==> src/rtl/tg68k_div_seq.sv <==
// Sequential 32/16 restoring divider for TG68K DIVU.W / DIVS.W.
// One quotient bit per enabled clock; all state advances only when clkena is high.
module tg68k_div_seq #(
    parameter bit EARLY_EXIT = 1'b1
) (
    input  logic        clk,
    input  logic        reset,
    input  logic        clkena,
    input  logic        start,
    input  logic        abort,
    input  logic        signed_op,
    input  logic [31:0] dividend,
    input  logic [15:0] divisor,
    output logic        busy,
    output logic        done,
    output logic        div_zero,
    output logic [31:0] result,
    output logic        flag_n,
    output logic        flag_z,
    output logic        flag_v,
    output logic        flag_c
);

    typedef enum logic [2:0] {S_IDLE, S_SETUP, S_ITER, S_FIX, S_DONE} state_t;

    state_t      state, nxt;
    logic        op_signed;
    logic [31:0] dvd_in;
    logic [15:0] dsr_in;
    logic [15:0] dsr_mag;
    logic [15:0] rem;
    logic [15:0] sr;
    logic [3:0]  cnt;
    logic        qneg, rneg, hi_ovf;

    logic [31:0] mag_dvd;
    logic [15:0] mag_dsr;
    logic        dsr_zero, setup_ovf;
    logic [16:0] rem_sh;
    logic        q_bit;
    logic [15:0] rem_nxt;
    logic [15:0] quo, rmd;
    logic        fix_ovf;

    // Two's-complement negate of the most negative value yields the correct unsigned magnitude.
    function automatic logic [31:0] mag32(input logic signed [31:0] v, input logic sgn);
        return (sgn && v < 0) ? -v : v;
    endfunction

    function automatic logic [15:0] mag16(input logic signed [15:0] v, input logic sgn);
        return (sgn && v < 0) ? -v : v;
    endfunction

    function automatic logic [15:0] neg16(input logic [15:0] v, input logic n);
        return n ? -v : v;
    endfunction

    assign mag_dvd   = mag32(dvd_in, op_signed);
    assign mag_dsr   = mag16(dsr_in, op_signed);
    assign dsr_zero  = (dsr_in == 16'h0000);
    // A quotient wider than 16 bits exists exactly when the upper half is not below the divisor.
    assign setup_ovf = (mag_dvd[31:16] >= mag_dsr);

    // Upper half seeds the partial remainder; only the low 16 quotient bits are iterated.
    assign rem_sh  = {rem, sr[15]};
    assign q_bit   = (rem_sh >= {1'b0, dsr_mag});
    assign rem_nxt = q_bit ? (rem_sh[15:0] - dsr_mag) : rem_sh[15:0];

    assign quo     = neg16(sr, qneg);
    assign rmd     = neg16(rem, rneg);
    assign fix_ovf = hi_ovf | (op_signed & (qneg ? (sr > 16'h8000) : (sr > 16'h7FFF)));

    always_ff @(posedge clk or posedge reset) begin
        if (reset)
            state <= S_IDLE;
        else if (clkena)
            state <= nxt;
    end

    always_comb begin
        nxt = state;
        if (abort) begin
            nxt = S_IDLE;
        end else begin
            case (state)
                S_IDLE:  if (start) nxt = S_SETUP;
                S_SETUP: nxt = (dsr_zero || (EARLY_EXIT && setup_ovf)) ? S_DONE : S_ITER;
                S_ITER:  if (cnt == 4'd0) nxt = S_FIX;
                S_FIX:   nxt = S_DONE;
                S_DONE:  nxt = S_IDLE;
                default: nxt = S_IDLE;
            endcase
        end
    end

    always_comb begin
        busy = (state != S_IDLE);
        done = (state == S_DONE);
    end

    always_ff @(posedge clk or posedge reset) begin
        if (reset) begin
            op_signed <= 1'b0;
            dvd_in    <= '0;
            dsr_in    <= '0;
            dsr_mag   <= '0;
            rem       <= '0;
            sr        <= '0;
            cnt       <= '0;
            qneg      <= 1'b0;
            rneg      <= 1'b0;
            hi_ovf    <= 1'b0;
            div_zero  <= 1'b0;
            result    <= '0;
            {flag_n, flag_z, flag_v, flag_c} <= 4'b0000;
        end else if (clkena && !abort) begin
            case (state)
                S_IDLE: begin
                    if (start) begin
                        op_signed <= signed_op;
                        dvd_in    <= dividend;
                        dsr_in    <= divisor;
                    end
                end
                S_SETUP: begin
                    qneg    <= op_signed & (dvd_in[31] ^ dsr_in[15]);
                    rneg    <= op_signed & dvd_in[31];
                    dsr_mag <= mag_dsr;
                    rem     <= mag_dvd[31:16];
                    sr      <= mag_dvd[15:0];
                    cnt     <= 4'd15;
                    hi_ovf  <= setup_ovf;
                    if (dsr_zero) begin
                        div_zero <= 1'b1;
                        result   <= dvd_in;
                        {flag_n, flag_z, flag_v, flag_c} <= 4'b0000;
                    end else if (EARLY_EXIT && setup_ovf) begin
                        div_zero <= 1'b0;
                        result   <= dvd_in;
                        {flag_n, flag_z, flag_v, flag_c} <= 4'b0010;
                    end
                end
                S_ITER: begin
                    rem <= rem_nxt;
                    sr  <= {sr[14:0], q_bit};
                    cnt <= cnt - 4'd1;
                end
                S_FIX: begin
                    div_zero <= 1'b0;
                    if (fix_ovf) begin
                        result <= dvd_in;
                        {flag_n, flag_z, flag_v, flag_c} <= 4'b0010;
                    end else begin
                        result <= {rmd, quo};
                        {flag_n, flag_z, flag_v, flag_c} <= {quo[15], (quo == 16'h0000), 2'b00};
                    end
                end
                default: ;
            endcase
        end
    end

endmodule

==> config.mk <==
export PLATFORM = sky130hd
export DESIGN_NAME = tg68k_div_seq
export DESIGN_NICKNAME = d
export VERILOG_FILES = /design/src/rtl/tg68k_div_seq.sv
export SDC_FILE = /design/constraint.sdc
export NUM_CORES = 1
export LEC_CHECK = 0
export BUFFER_PORTS_ARGS = -buffer_cell sky130_fd_sc_hd__buf_4
export CAP_MARGIN = 30
export CORE_AREA = 2 2 158 114
export DETAILED_ROUTE_END_ITERATION = 7
export DIE_AREA = 0 0 160 116
export GPL_TIMING_DRIVEN = 0
export HOLD_SLACK_MARGIN = 0.03
export PLACE_DENSITY_LB_ADDON = 0.1
export REMOVE_ABC_BUFFERS = 1
export SLEW_MARGIN = 20
export SYNTH_ARGS = -nofsm -noshare
export SYNTH_HDL_FRONTEND = slang
export SYNTH_SLANG_ARGS = --single-unit
==> constraint.sdc <==
create_clock -name clk -period 7.2 [get_ports clk]
set_input_delay 0.72 -clock clk [delete_from_list [all_inputs] [get_ports clk]]
set_output_delay 0.72 -clock clk [all_outputs]
set_load 0.03 [all_outputs]
## Word-level counts from Yosys, hierarchy flattened

Cells that the tools add are included.

- Bits in read-only memories: 0
- Register bits: 144
- Latch bits: 0
- Output and inout port bits: 39
- Bits in writable memories: 0
- Logic and storage cells: 89
- Input bits: 54
- Memories: 0

- Add/sub/neg operators: 6
- Bitwise logic cells: 5
- Div/mod/pow operators: 0
- Order comparisons: 6
- Equal/unequal tests: 7
- $mul: 0
- Shift-type cells: 0
- Multiplexer cells: 31
- Reductions and logical operators: 17

Operators with widths:

| kind | count |
|---|---|
| 2-to-1 mux 32 bit | 4 |
| 2-to-1 mux 16 bit | 4 |
| case mux 16 bit (2 select lines) | 2 |
| case mux 32 bit (2 select lines) | 1 |
| negation 16 bit | 3 |
| logical NOT 16 bit | 2 |
| less-than comparator 32 x 1 -> 1 bit, second input constant | 1 |
| negation 32 bit | 1 |
| >= comparator 17 x 16 -> 1 bit | 1 |
| >= comparator 16 bit | 1 |
| greater-than comparator 16 x 15 -> 1 bit, second input constant | 1 |
| greater-than comparator 16 bit, second input constant | 1 |
| less-than comparator 16 x 1 -> 1 bit, second input constant | 1 |
| subtractor 16 bit | 1 |
| 2-to-1 mux 3 bit | 4 |
| case mux 3 bit (4 select lines) | 1 |
| case mux 1 bit (2 select lines) | 5 |
| 2-to-1 mux 1 bit | 9 |
| != test 3 bit, second input constant | 3 |
| AND reduction 3 bit | 3 |
| case mux 4 bit (2 select lines) | 1 |
| equality test 3 x 2 -> 1 bit, second input constant | 2 |
| logical NOT 4 bit | 1 |
| AND reduction 2 bit | 2 |
| 12 further kinds | 17 |

## Longest topological paths before layout

Gate-level depths: netlist (run 1).

- Word-level depth: 8
- Depth in mapped cells: 16
- Depth with buffers taken out: 14

## Least setup slack after synthesis (run 1)

Ideal clock, no wire load.

- Path type: reg-to-reg
- Start: register dvd_in[9]
- End: register result[0]
- Required time: 7.075 ns
- Path buffers: 3
- Library setup time: 0.125 ns
- Clock period less this slack: 4.690 ns
- Arrival: 4.566 ns
- Setup slack: 2.510 ns
- Stages on the path, launching flop included: 16
- Cell sequence: dfrtp_1 -> or4_1 -> buf_2 -> or4b_1 -> clkbuf_2 -> or3_1 -> o31ai_1 -> xnor2_1 -> ha_1 -> nand4_1 -> o31a_1 -> o21ai_0 -> a21oi_1 -> a21oi_1 -> clkbuf_1 -> mux2_2

- Cells in the longest elaborated chain, start to end: 6
- Elaborated cells on any way between the ends: 7
- Those cells by class: add/sub: 1; order compare: 2; eq/ne: 1; mux: 1; reduce/logical: 2

RTL lines:

| what | line | source |
|---|---|---|
| start: declaration | 28 | `logic [31:0] dvd_in;` |
| start signal: assignment | 121 | `dvd_in <= dividend;` |
| less-than comparator 32 x 1 -> 1 bit | 47 | `return (sgn && v < 0) ? -v : v;` |
| logical AND 1 bit | 47 |  |
| 2-to-1 mux 32 bit (*) | 47 |  |
| >= comparator 16 bit (*) | 62 | `assign setup_ovf = (mag_dvd[31:16] >= mag_dsr);` |
| != test 3 bit (no source line) (*) | -- |  |
| AND reduction 3 bit (no source line) (*) | -- |  |
| end signal: assignment | 135 | `result <= dvd_in;` |
| end signal: assignment | 139 | `result <= dvd_in;` |
| end signal: assignment | 151 | `result <= dvd_in;` |
| end: declaration | 17 | `output logic [31:0] result,` |

Every way passes the cells marked *; elsewhere a longest branch is shown, timed or not.
A chain may end at the register's enable or synchronous reset.

## Worst setup path after layout (run 1)

- Start: register dvd_in[7]
- End: register result[22]

Same word-level chain as after synthesis.

==> results.json, run 1 <==
{
  "post_synth_mux_area_share_pct": 12.5,
  "crit_fanout": 22,
  "wl_um": 23700,
  "synth_top_family_by_area": "compound AO/OA/AOI/OAI gates",
  "cts_htree_levels": 4,
  "ys_types": 64,
  "setup_viol": 0,
  "dp_cells": 1236,
  "asyncSetResetFlopFracSynth_pct": 100,
  "synth_top_area_share_pct": 39.7,
  "critPathCaptureType": "flip-flop",
  "cts.sink_count": 143,
  "rsz0062_at_grt": "false",
  "num_io_pins": 93,
  "routedWlPerCell_um": 18.7,
  "layout-drive-gt1-share_pct": 22.7,
  "cts_buffer_depth": 2,
  "arrival_ns": 5.61,
  "hold_class": "input port to async pin",
  "drt-initial-drc-count": 647,
  "track_usage_pct": 26.5,
  "fmax_mhz": 189,
  "drt_first_pass_iters": 5,
  "syn_avg_cell_area_sq_um": 9.41,
  "clkTransAtPathRegs_ns": 0.06,
  "cts_tree": "built",
  "tightestPinTransition_ns": 0.945,
  "yosysSeqAreaShare_pct": 39.7,
  "rows": 40,
  "grt_max_degree": 77,
  "synthCells": 959,
  "peakVddDrop_mv": 0.193,
  "fin_skew_ns": 0.00924,
  "relSlewSlack_pct": 36.7,
  "min_period_ns": 5.30,
  "cts_hold_buf": 0,
  "post-cts-setup-buffers": 0,
  "ant_nets": 0,
  "cts_resized": 0,
  "synthSimpleGateAreaFrac_pct": 14.0,
  "antenna_cells": 0,
  "overflow": 0,
  "crit_type": "flip-flop to flip-flop",
  "slew_violations": 0,
  "viasPerCell": 5.93,
  "layout.nets": 1118,
  "post-route-period-util_pct": 73.6,
  "fp.dieW_um": 160,
  "synth_edf_count": 0,
  "initial_core_util_pct": 53.4,
  "powerDensity_nw_per_um2": 533,
  "outcome": "completed",
  "die_h_um": 116,
  "stdcell_count": 1268,
  "yosysTopAreaCell": "dfrtp_1",
  "synth_compound_area_share_pct": 16.3,
  "drcViolationCount": 0,
  "vias": 7520,
  "core-area_sq_um": 16900,
  "dp_hpwl_um": 16900,
  "p_leak_nw": 4.60,
  "dieArea_sq_um": 18600,
  "grt_pass1_vias": 6905,
  "yosysWarnings": 0,
  "setup_tns_ns": 0,
  "yosys_most_used_dff": "dfrtp_1",
  "synth_xor_area_share_pct": 8.05,
  "netlist_area_sq_um": 9020,
  "max_cap_viol_count": 0,
  "gp_congestion": 0.883,
  "clk-insertion-delay-late_ns": 0.43,
  "root_buffer": "clkbuf_16",
  "startpoint_type": "flip-flop",
  "worstPathRequired_ns": 7.51,
  "ys_ff_latch": 143,
  "antenna_found_initial": 0,
  "grt_pass1_wl_um": 38300,
  "synthAdderAreaFrac_pct": 5.49,
  "io_buffers": 91,
  "cts_made_buffers": 17,
  "hold_viol": 0,
  "area.growth.synth_to_final_pct": 18.2,
  "synth.area.top_cells": "dfrtp_1, mux2_2, ha_1"
}
kinds of logic after synthesis:
family,after synthesis
AND/OR/NAND/NOR,259
AO/OA/AOI/OAI,240
flip-flops,143
multiplexers,102
buffers and inverters,92
XOR/XNOR,83
adder cells (fa/ha/maj),39
other,1
cell type report:
| cell class | count | area (sq um) |
|---|---|---|
| flip-flops and latches | 143 | 3580 |
| multi-input cells | 724 | 5140 |
| inverters | 39 | 154 |
| clock buffers | 18 | 439 |
| clock inverters | 13 | 235 |
| fillers | 1513 | 6250 |
| repair buffers | 100 | 831 |
| well taps | 231 | 289 |
sequential cells by signal, indices dropped and copies added, names as in the netlist:
| register | flops |
|---|---|
| rneg | 1 |
| div_zero | 1 |
| rem | 16 |
| dsr_in | 16 |
| dsr_mag | 16 |
| sr | 16 |
| flag_n | 1 |
| dvd_in | 32 |
| flag_z | 1 |
| state | 3 |
| hi_ovf | 1 |
| flag_v | 1 |
| cnt | 4 |
| qneg | 1 |
| result | 32 |
| op_signed | 1 |
synthesized netlist by cell type, types with 4 or more instances:
| master | count |
|---|---|
| inv_1 | 39 |
| nor2b_1 | 7 |
| mux2_2 | 85 |
| ha_1 | 38 |
| xnor2_1 | 31 |
| a21o_1 | 5 |
| a211oi_1 | 9 |
| a21oi_1 | 67 |
| or3_1 | 8 |
| nor4b_1 | 4 |
| or2_2 | 4 |
| xor2_1 | 52 |
| nand2b_1 | 6 |
| a31oi_1 | 7 |
| mux2i_1 | 17 |
| nor3_1 | 16 |
| o22ai_1 | 8 |
| o41ai_1 | 9 |
| nand3_1 | 8 |
| a22oi_1 | 4 |
| dfrtp_1 | 143 |
| or4_1 | 8 |
| nor2_1 | 79 |
| nand4_1 | 7 |
| o31ai_1 | 22 |
| nor4_1 | 7 |
| and2_1 | 7 |
| buf_1 | 10 |
| clkbuf_1 | 39 |
| o21ai_0 | 77 |
| o211ai_1 | 7 |
| nand2_1 | 77 |
| nor3b_1 | 6 |
power by group:
part           switching (mW)  internal, mW
combinational            1.69          1.31
clock                   0.363         0.660
sequential              0.496          1.16
total                    2.55          3.14
worst paths after layout:
path                                          from                       to  slack (ns)  depth (start not counted)
min in group clk           dsr_mag[12]$_DFFE_PP0P_  dsr_mag[12]$_DFFE_PP0P_        0.48                          2
min reg2reg                dsr_mag[12]$_DFFE_PP0P_  dsr_mag[12]$_DFFE_PP0P_        0.48                          2
max in group asynchronous                    reset  dsr_mag[11]$_DFFE_PP0P_        6.13                          3
max reg2reg                  dvd_in[7]$_DFFE_PP0P_   result[22]$_DFFE_PP0P_        1.90                         13
max                          dvd_in[7]$_DFFE_PP0P_   result[22]$_DFFE_PP0P_        1.90                         13
min                                          reset    dvd_in[7]$_DFFE_PP0P_        0.31                          2
worst max-delay path, stage by stage, from the launching register on:
cell,delay (ns)
dfrtp_1,0.47
or4_1,0.63
or4b_1,0.75
or3_1,0.41
o31ai_1,0.25
xnor2_1,0.17
ha_1,0.32
nand4_1,0.09
o31a_1,0.34
o21ai_0,0.28
a21oi_1,0.24
a21oi_4,0.60
buf_16,0.24
mux2_2,0.35
per-layer routing:
metal,track usage (%),up-vias,wire length (um)
li1,-,3574,-
met1,41.3,3643,11800
met2,37.0,276,9800
met3,5.30,27,1750
met4,7.51,0,391
met5,0,-,0
metrics by stage:
step           hold slack, ns  area [sq um]  total power, mW  worst slack, ns  utilization (%)
2_1_floorplan           0.450          8820             3.72             1.53                -
3_3_place_gp            0.463          9790             4.50           -0.280             57.9
3_5_place_dp            0.470          9970             4.60             1.98             59.0
4_1_cts                 0.340         10600             5.66             1.94             63.0
5_1_grt                 0.353         10700             6.13             1.66             63.0
6_report                0.312         10700             5.69             1.90             63.0
cells in the final DEF (no fill, tap or decap), drive strengths merged, types with 7 or more instances in the layout:
cell,instances
nor2b,7
dfrtp,143
xnor2,31
and2,8
xor2,52
clkbuf,18
mux2,85
o211ai,7
a21oi,67
nor3,16
nor2,79
o31ai,23
nand4,7
mux2i,17
buf,100
o22ai,8
inv,41
a31oi,7
o41ai,9
nand3,8
o21ai,78
nand2,77
or3,8
ha,38
nor4,7
a211oi,9
or4,9
(Power assumes the default switching activity.)
==> inputs of run 2 (changes only) <==
- clock period: 7.2 -> 5.3 ns (I/O delays scaled with it)
==> results.json, run 2 (synthesis gave the netlist of run 1 again) <==
{
  "root_buffer": "clkbuf_16",
  "cts.sink_count": 143,
  "overflow": 0,
  "antenna_found_initial": 0,
  "wl_um": 24000,
  "final_common_cell": "dfrtp_1",
  "die_h_um": 116,
  "critPathBufInv": 1,
  "drt-initial-drc-count": 561,
  "seq_area_sq_um": 3580,
  "cpMaxStageDelayCell": "or4b_1",
  "arrival_ns": 5.30,
  "critPathCaptureType": "flip-flop",
  "setup_tns_ns": 0,
  "crit_fanout": 22,
  "grt_max_degree": 77,
  "r2r_start": "dvd_in[7]$_DFFE_PP0P_",
  "routedWlPerCell_um": 18.8,
  "clkTransAtPathRegs_ns": 0.06,
  "core-area_sq_um": 16900,
  "multi_input_area_sq_um": 5150,
  "initial_core_util_pct": 53.4,
  "min_period_ns": 5.00,
  "post-route-period-util_pct": 94.3,
  "worstPathRequired_ns": 5.61,
  "crit_chain": "or4_1, or4b_1, or3_1, o31ai_1, xnor2_1, ha_1, nand4_1, o31a_1, o21ai_0, a21oi_2, a21oi_4, buf_16, mux2_2",
  "rows": 40,
  "layout.nets": 1128,
  "rsz0062_at_grt": "false",
  "clk-insertion-delay-late_ns": 0.43,
  "gp_congestion": 0.883,
  "hold_viol": 0,
  "max_cap_viol_count": 0,
  "slowest_delay_ns": 0.76,
  "powerDensity_nw_per_um2": 723,
  "reg_top3": "dvd_in x32, result x32",
  "cts_made_buffers": 17,
  "viasPerCell": 5.92,
  "cts_hold_buf": 0,
  "reg2reg_slack_ns": 0.30,
  "final_cell_mix": "dfrtp_1, buf_4, mux2_2, nor2_1, o21ai_0",
  "p_leak_nw": 4.65,
  "peakVddDrop_mv": 0.263,
  "fmax_mhz": 200,
  "path_delay_family": "simple AND/OR/NAND/NOR gates",
  "fp.dieW_um": 160,
  "dp_hpwl_um": 16900,
  "area.growth.synth_to_final_pct": 19.0,
  "dieArea_sq_um": 18600,
  "slew_violations": 0,
  "tightestPinTransition_ns": 0.954,
  "outcome": "completed",
  "cts_buffer_depth": 2,
  "setup_viol": 0,
  "vias": 7562,
  "reg2regPathDepth": 13,
  "drcViolationCount": 0,
  "grt_pass1_wl_um": 38300,
  "dpl_worst_slack_ns": 0.0849,
  "track_usage_pct": 26.5,
  "setup_slack_ns": 0.305,
  "cts_tree": "built",
  "worstReg2RegEnd": "result[22]$_DFFE_PP0P_",
  "relSlewSlack_pct": 36.1,
  "fill_cells": 1498,
  "cts_htree_levels": 4,
  "drt_first_pass_iters": 5,
  "ant_nets": 0,
  "num_io_pins": 93,
  "io_buffers": 91,
  "antenna_cells": 0,
  "hold_class": "input port to async pin",
  "startpoint_type": "flip-flop",
  "fin_skew_ns": 0.0102,
  "grt_pass1_vias": 6905,
  "layout-drive-gt1-share_pct": 23.5,
  "crit_type": "flip-flop to flip-flop"
}
[run 2: changes by cell type in the layout (fill, tap and decap cells not counted)]
cell	previous run	this run
buf_4	93	102
a21oi_2	1	3
a21oi_1	65	64
[run 2: final cells by class]
| cell class | instances | area share [%] |
|---|---|---|
| flip-flops and latches | 143 | 33.3 |
| clock buffers | 18 | 4.09 |
| inverters | 39 | 1.43 |
| repair buffers | 109 | 8.36 |
| multi-input cells | 725 | 47.9 |
| clock inverters | 13 | 2.19 |
| well taps | 231 | 2.69 |
[run 2: report_power, final]
part	leakage [nW]	switching (mW)	internal, mW	total, mW
clock	0.323	0.493	0.896	1.39
combinational	2.58	2.32	1.80	4.12
sequential	1.75	0.676	1.58	2.26
total	4.65	3.49	4.28	7.77
[run 2: stage by stage]
| stage | instance area (sq um) | power (mW) | hold WS (ns) | util (%) | cells |
|---|---|---|---|---|---|
| 3_3_place_gp | 9790 | 6.11 | 0.463 | 57.9 | 1228 |
| 2_1_floorplan | 8820 | 5.05 | 0.450 | - | 906 |
| 3_5_place_dp | 9970 | 6.25 | 0.470 | 59.0 | 1236 |
| 5_1_grt | 10700 | 8.36 | 0.161 | 63.5 | 1278 |
| 4_1_cts | 10600 | 7.69 | 0.150 | 63.0 | 1267 |
| 6_report | 10700 | 7.77 | 0.122 | 63.5 | 1278 |
[run 2: worst max-delay path by stage]
stage	start	end	slack [ns]	cells past startpoint
finish	dvd_in[7]$_DFFE_PP0P_	result[22]$_DFFE_PP0P_	0.30	13
global route	dvd_in[7]$_DFFE_PP0P_	result[8]$_DFFE_PP0P_	0.07	14
CTS	dvd_in[7]$_DFFE_PP0P_	result[8]$_DFFE_PP0P_	0.04	13
detailed placement	dvd_in[7]$_DFFE_PP0P_	result[8]$_DFFE_PP0P_	0.08	13
global placement	dvd_in[4]$_DFFE_PP0P_	result[19]$_DFFE_PP0P_	-2.18	12
floorplan	dvd_in[9]$_DFFE_PP0P_	div_zero$_DFFE_PP0P_	-0.37	12
[run 2: per-layer routing]
layer	up-vias	global-route usage, %	share of wire (%)
met5	-	0	0
met2	273	37.0	41
met3	30	5.30	6.7
met4	0	7.51	1.7
li1	3599	-	-
met1	3660	41.3	50
[run 2: worst reg2reg max path, cell delays in order, from the launching register on]
cell and delay (ns):
dfrtp_1 0.47, or4_1 0.62, or4b_1 0.76, or3_1 0.42, o31ai_1 0.25, xnor2_1 0.17
ha_1 0.33, nand4_1 0.09, o31a_1 0.34, o21ai_0 0.32, a21oi_2 0.19, a21oi_4 0.34
buf_16 0.22, mux2_2 0.36
[run 2: what timing repair did]
| action | in CTS | in global routing |
|---|---|---|
| setup endpoints to repair | 0 | 33 |
| resized for setup | 0 | 1 |
| buffers inserted | 0 | 9 |
==> inputs of run 3 (changes only) <==
- clock period: 5.3 -> 4.41 ns (I/O delays scaled with it)
==> results.json, run 3 (synthesis gave the netlist of run 1 again) <==
{
  "vias": 7606,
  "fin_skew_ns": 0.00913,
  "track_usage_pct": 26.9,
  "setup_tns_ns": 0,
  "dpl_worst_slack_ns": -0.805,
  "core-area_sq_um": 16900,
  "post-route-period-util_pct": 97.1,
  "cts_buffer_depth": 2,
  "layout.nets": 1138,
  "fin_util_pct": 64.8,
  "path_delay_family": "simple AND/OR/NAND/NOR gates",
  "min_period_ns": 4.28,
  "outcome": "completed",
  "grt_max_degree": 77,
  "wl_um": 24300,
  "endpoint": "result[22]$_DFFE_PP0P_",
  "overflow": 0,
  "final_cell_mix": "dfrtp_1, buf_4, mux2_2, nor2_1",
  "setup_slack_ns": 0.126,
  "cts_made_buffers": 17,
  "antenna_found_initial": 0,
  "max_cap_viol_count": 0,
  "crit_fanout": 11,
  "crit_type": "flip-flop to flip-flop",
  "peakVddDrop_mv": 0.325,
  "cts_hold_buf": 0,
  "ant_nets": 0,
  "worstReg2RegEnd": "result[22]$_DFFE_PP0P_",
  "startpoint_type": "flip-flop",
  "r2r_start": "dvd_in[7]$_DFFE_PP0P_",
  "layout-drive-gt1-share_pct": 26.0,
  "clkTransAtPathRegs_ns": 0.06,
  "rows": 40,
  "area.growth.synth_to_final_pct": 21.4,
  "setup_viol": 0,
  "initial_core_util_pct": 53.4,
  "root_buffer": "clkbuf_16",
  "dieArea_sq_um": 18600,
  "drcViolationCount": 0,
  "drt-initial-drc-count": 581,
  "grt_pass1_wl_um": 38800,
  "relSlewSlack_pct": 38.4,
  "num_io_pins": 93,
  "clk-insertion-delay-late_ns": 0.42,
  "dp_hpwl_um": 16900,
  "fin_total_pwr_mw": 9.63,
  "dp_cells": 1236,
  "cts_tree": "built",
  "cpMaxStageDelayCell": "or4_4",
  "tightestPinTransition_ns": 0.915,
  "startpoint": "dvd_in[7]$_DFFE_PP0P_",
  "powerDensity_nw_per_um2": 879,
  "worstPathRequired_ns": 4.71,
  "reg2reg_slack_ns": 0.13,
  "cts.sink_count": 143,
  "critPathBufInv": 4,
  "fin_area_sq_um": 11000,
  "final_common_cell": "dfrtp_1",
  "routedWlPerCell_um": 18.9,
  "reg2regPathDepth": 17,
  "arrival_ns": 4.59,
  "viasPerCell": 5.91,
  "p_leak_nw": 4.75,
  "hold_slack_ns": 0.0493,
  "cp_num_cells": 17,
  "grt_pass1_vias": 6990,
  "fp.dieW_um": 160,
  "slowest_delay_ns": 0.59,
  "reg_top3": "dvd_in x32, result x32",
  "hold_class": "input port to async pin",
  "die_h_um": 116,
  "drt_first_pass_iters": 5,
  "place_area_sq_um": 9970,
  "critPathCaptureType": "flip-flop",
  "hold_viol": 0,
  "crit_chain": "or4_4, or4b_4, buf_4, nor3_4, a21oi_1, xor2_1, buf_4, ha_1, a21oi_1, nor2_1, a211oi_2, o21ai_2, a21oi_4, a21oi_4, buf_6, buf_16, mux2_2",
  "gp_congestion": 0.883,
  "io_buffers": 91,
  "rsz0062_at_grt": "true",
  "stdcell_count": 1288,
  "antenna_cells": 0,
  "slew_violations": 0,
  "cts_htree_levels": 4,
  "fmax_mhz": 233
}
-- run 3: cell count changes in the layout (fill, tap and decap cells not counted), moves of 3 or more --
cell,previous run,this run
buf_4,102,110
or4_1,8,5
dfrtp_1,143,140
or4_4,1,4
dfrtp_2,0,3
-- run 3: per-layer routing --
layer  share of wire (%)  up-vias  global-route usage, %
met5                   0        -                      0
met4                 1.7        0                   7.99
met3                 5.9       32                   5.30
met2                  41      229                   37.3
met1                  51     3726                   42.1
li1                    -     3619                      -
-- run 3: how the worst min path moves through the flow --
stage	start	to	slack [ns]	cells past startpoint
final	reset	dvd_in[9]$_DFFE_PP0P_	0.05	2
after global routing	reset	dvd_in[6]$_DFFE_PP0P_	0.07	2
after CTS	reset	dvd_in[6]$_DFFE_PP0P_	0.06	2
after detailed placement	dsr_mag[5]$_DFFE_PP0P_	dsr_mag[5]$_DFFE_PP0P_	0.47	2
after global placement	dsr_mag[7]$_DFFE_PP0P_	dsr_mag[7]$_DFFE_PP0P_	0.46	2
after floorplan	dsr_mag[10]$_DFFE_PP0P_	dsr_mag[10]$_DFFE_PP0P_	0.45	2
-- run 3: repair_timing --
item	in CTS	in global routing
cloned	1	0
pin swaps	5	9
endpoints found under the setup margin	39	37
setup buffers	8	11
resized for setup	15	15
-- run 3: worst reg2reg max path, stage by stage (launching register included) --
cell,delay (ns)
dfrtp_2,0.43
or4_4,0.59
or4b_4,0.52
buf_4,0.19
nor3_4,0.20
a21oi_1,0.12
xor2_1,0.20
buf_4,0.16
ha_1,0.28
a21oi_1,0.16
nor2_1,0.07
a211oi_2,0.23
o21ai_2,0.12
a21oi_4,0.22
a21oi_4,0.12
buf_6,0.14
buf_16,0.14
mux2_2,0.28
-- run 3: layout make-up --
| class | instances | area (sq um) |
|---|---|---|
| Sequential cell | 143 | 3580 |
| Multi-Input combinational cell | 724 | 5250 |
| Timing Repair Buffer | 120 | 1010 |
| Tap cell | 231 | 289 |
| Clock buffer | 18 | 439 |
| Inverter | 39 | 154 |
| Clock inverter | 13 | 235 |
| Fill cell | 1478 | 5960 |
-- run 3: power breakdown --
part | switching [mW] | internal (mW)
Combinational | 2.91 | 2.34
Sequential | 0.819 | 1.90
Clock | 0.591 | 1.08
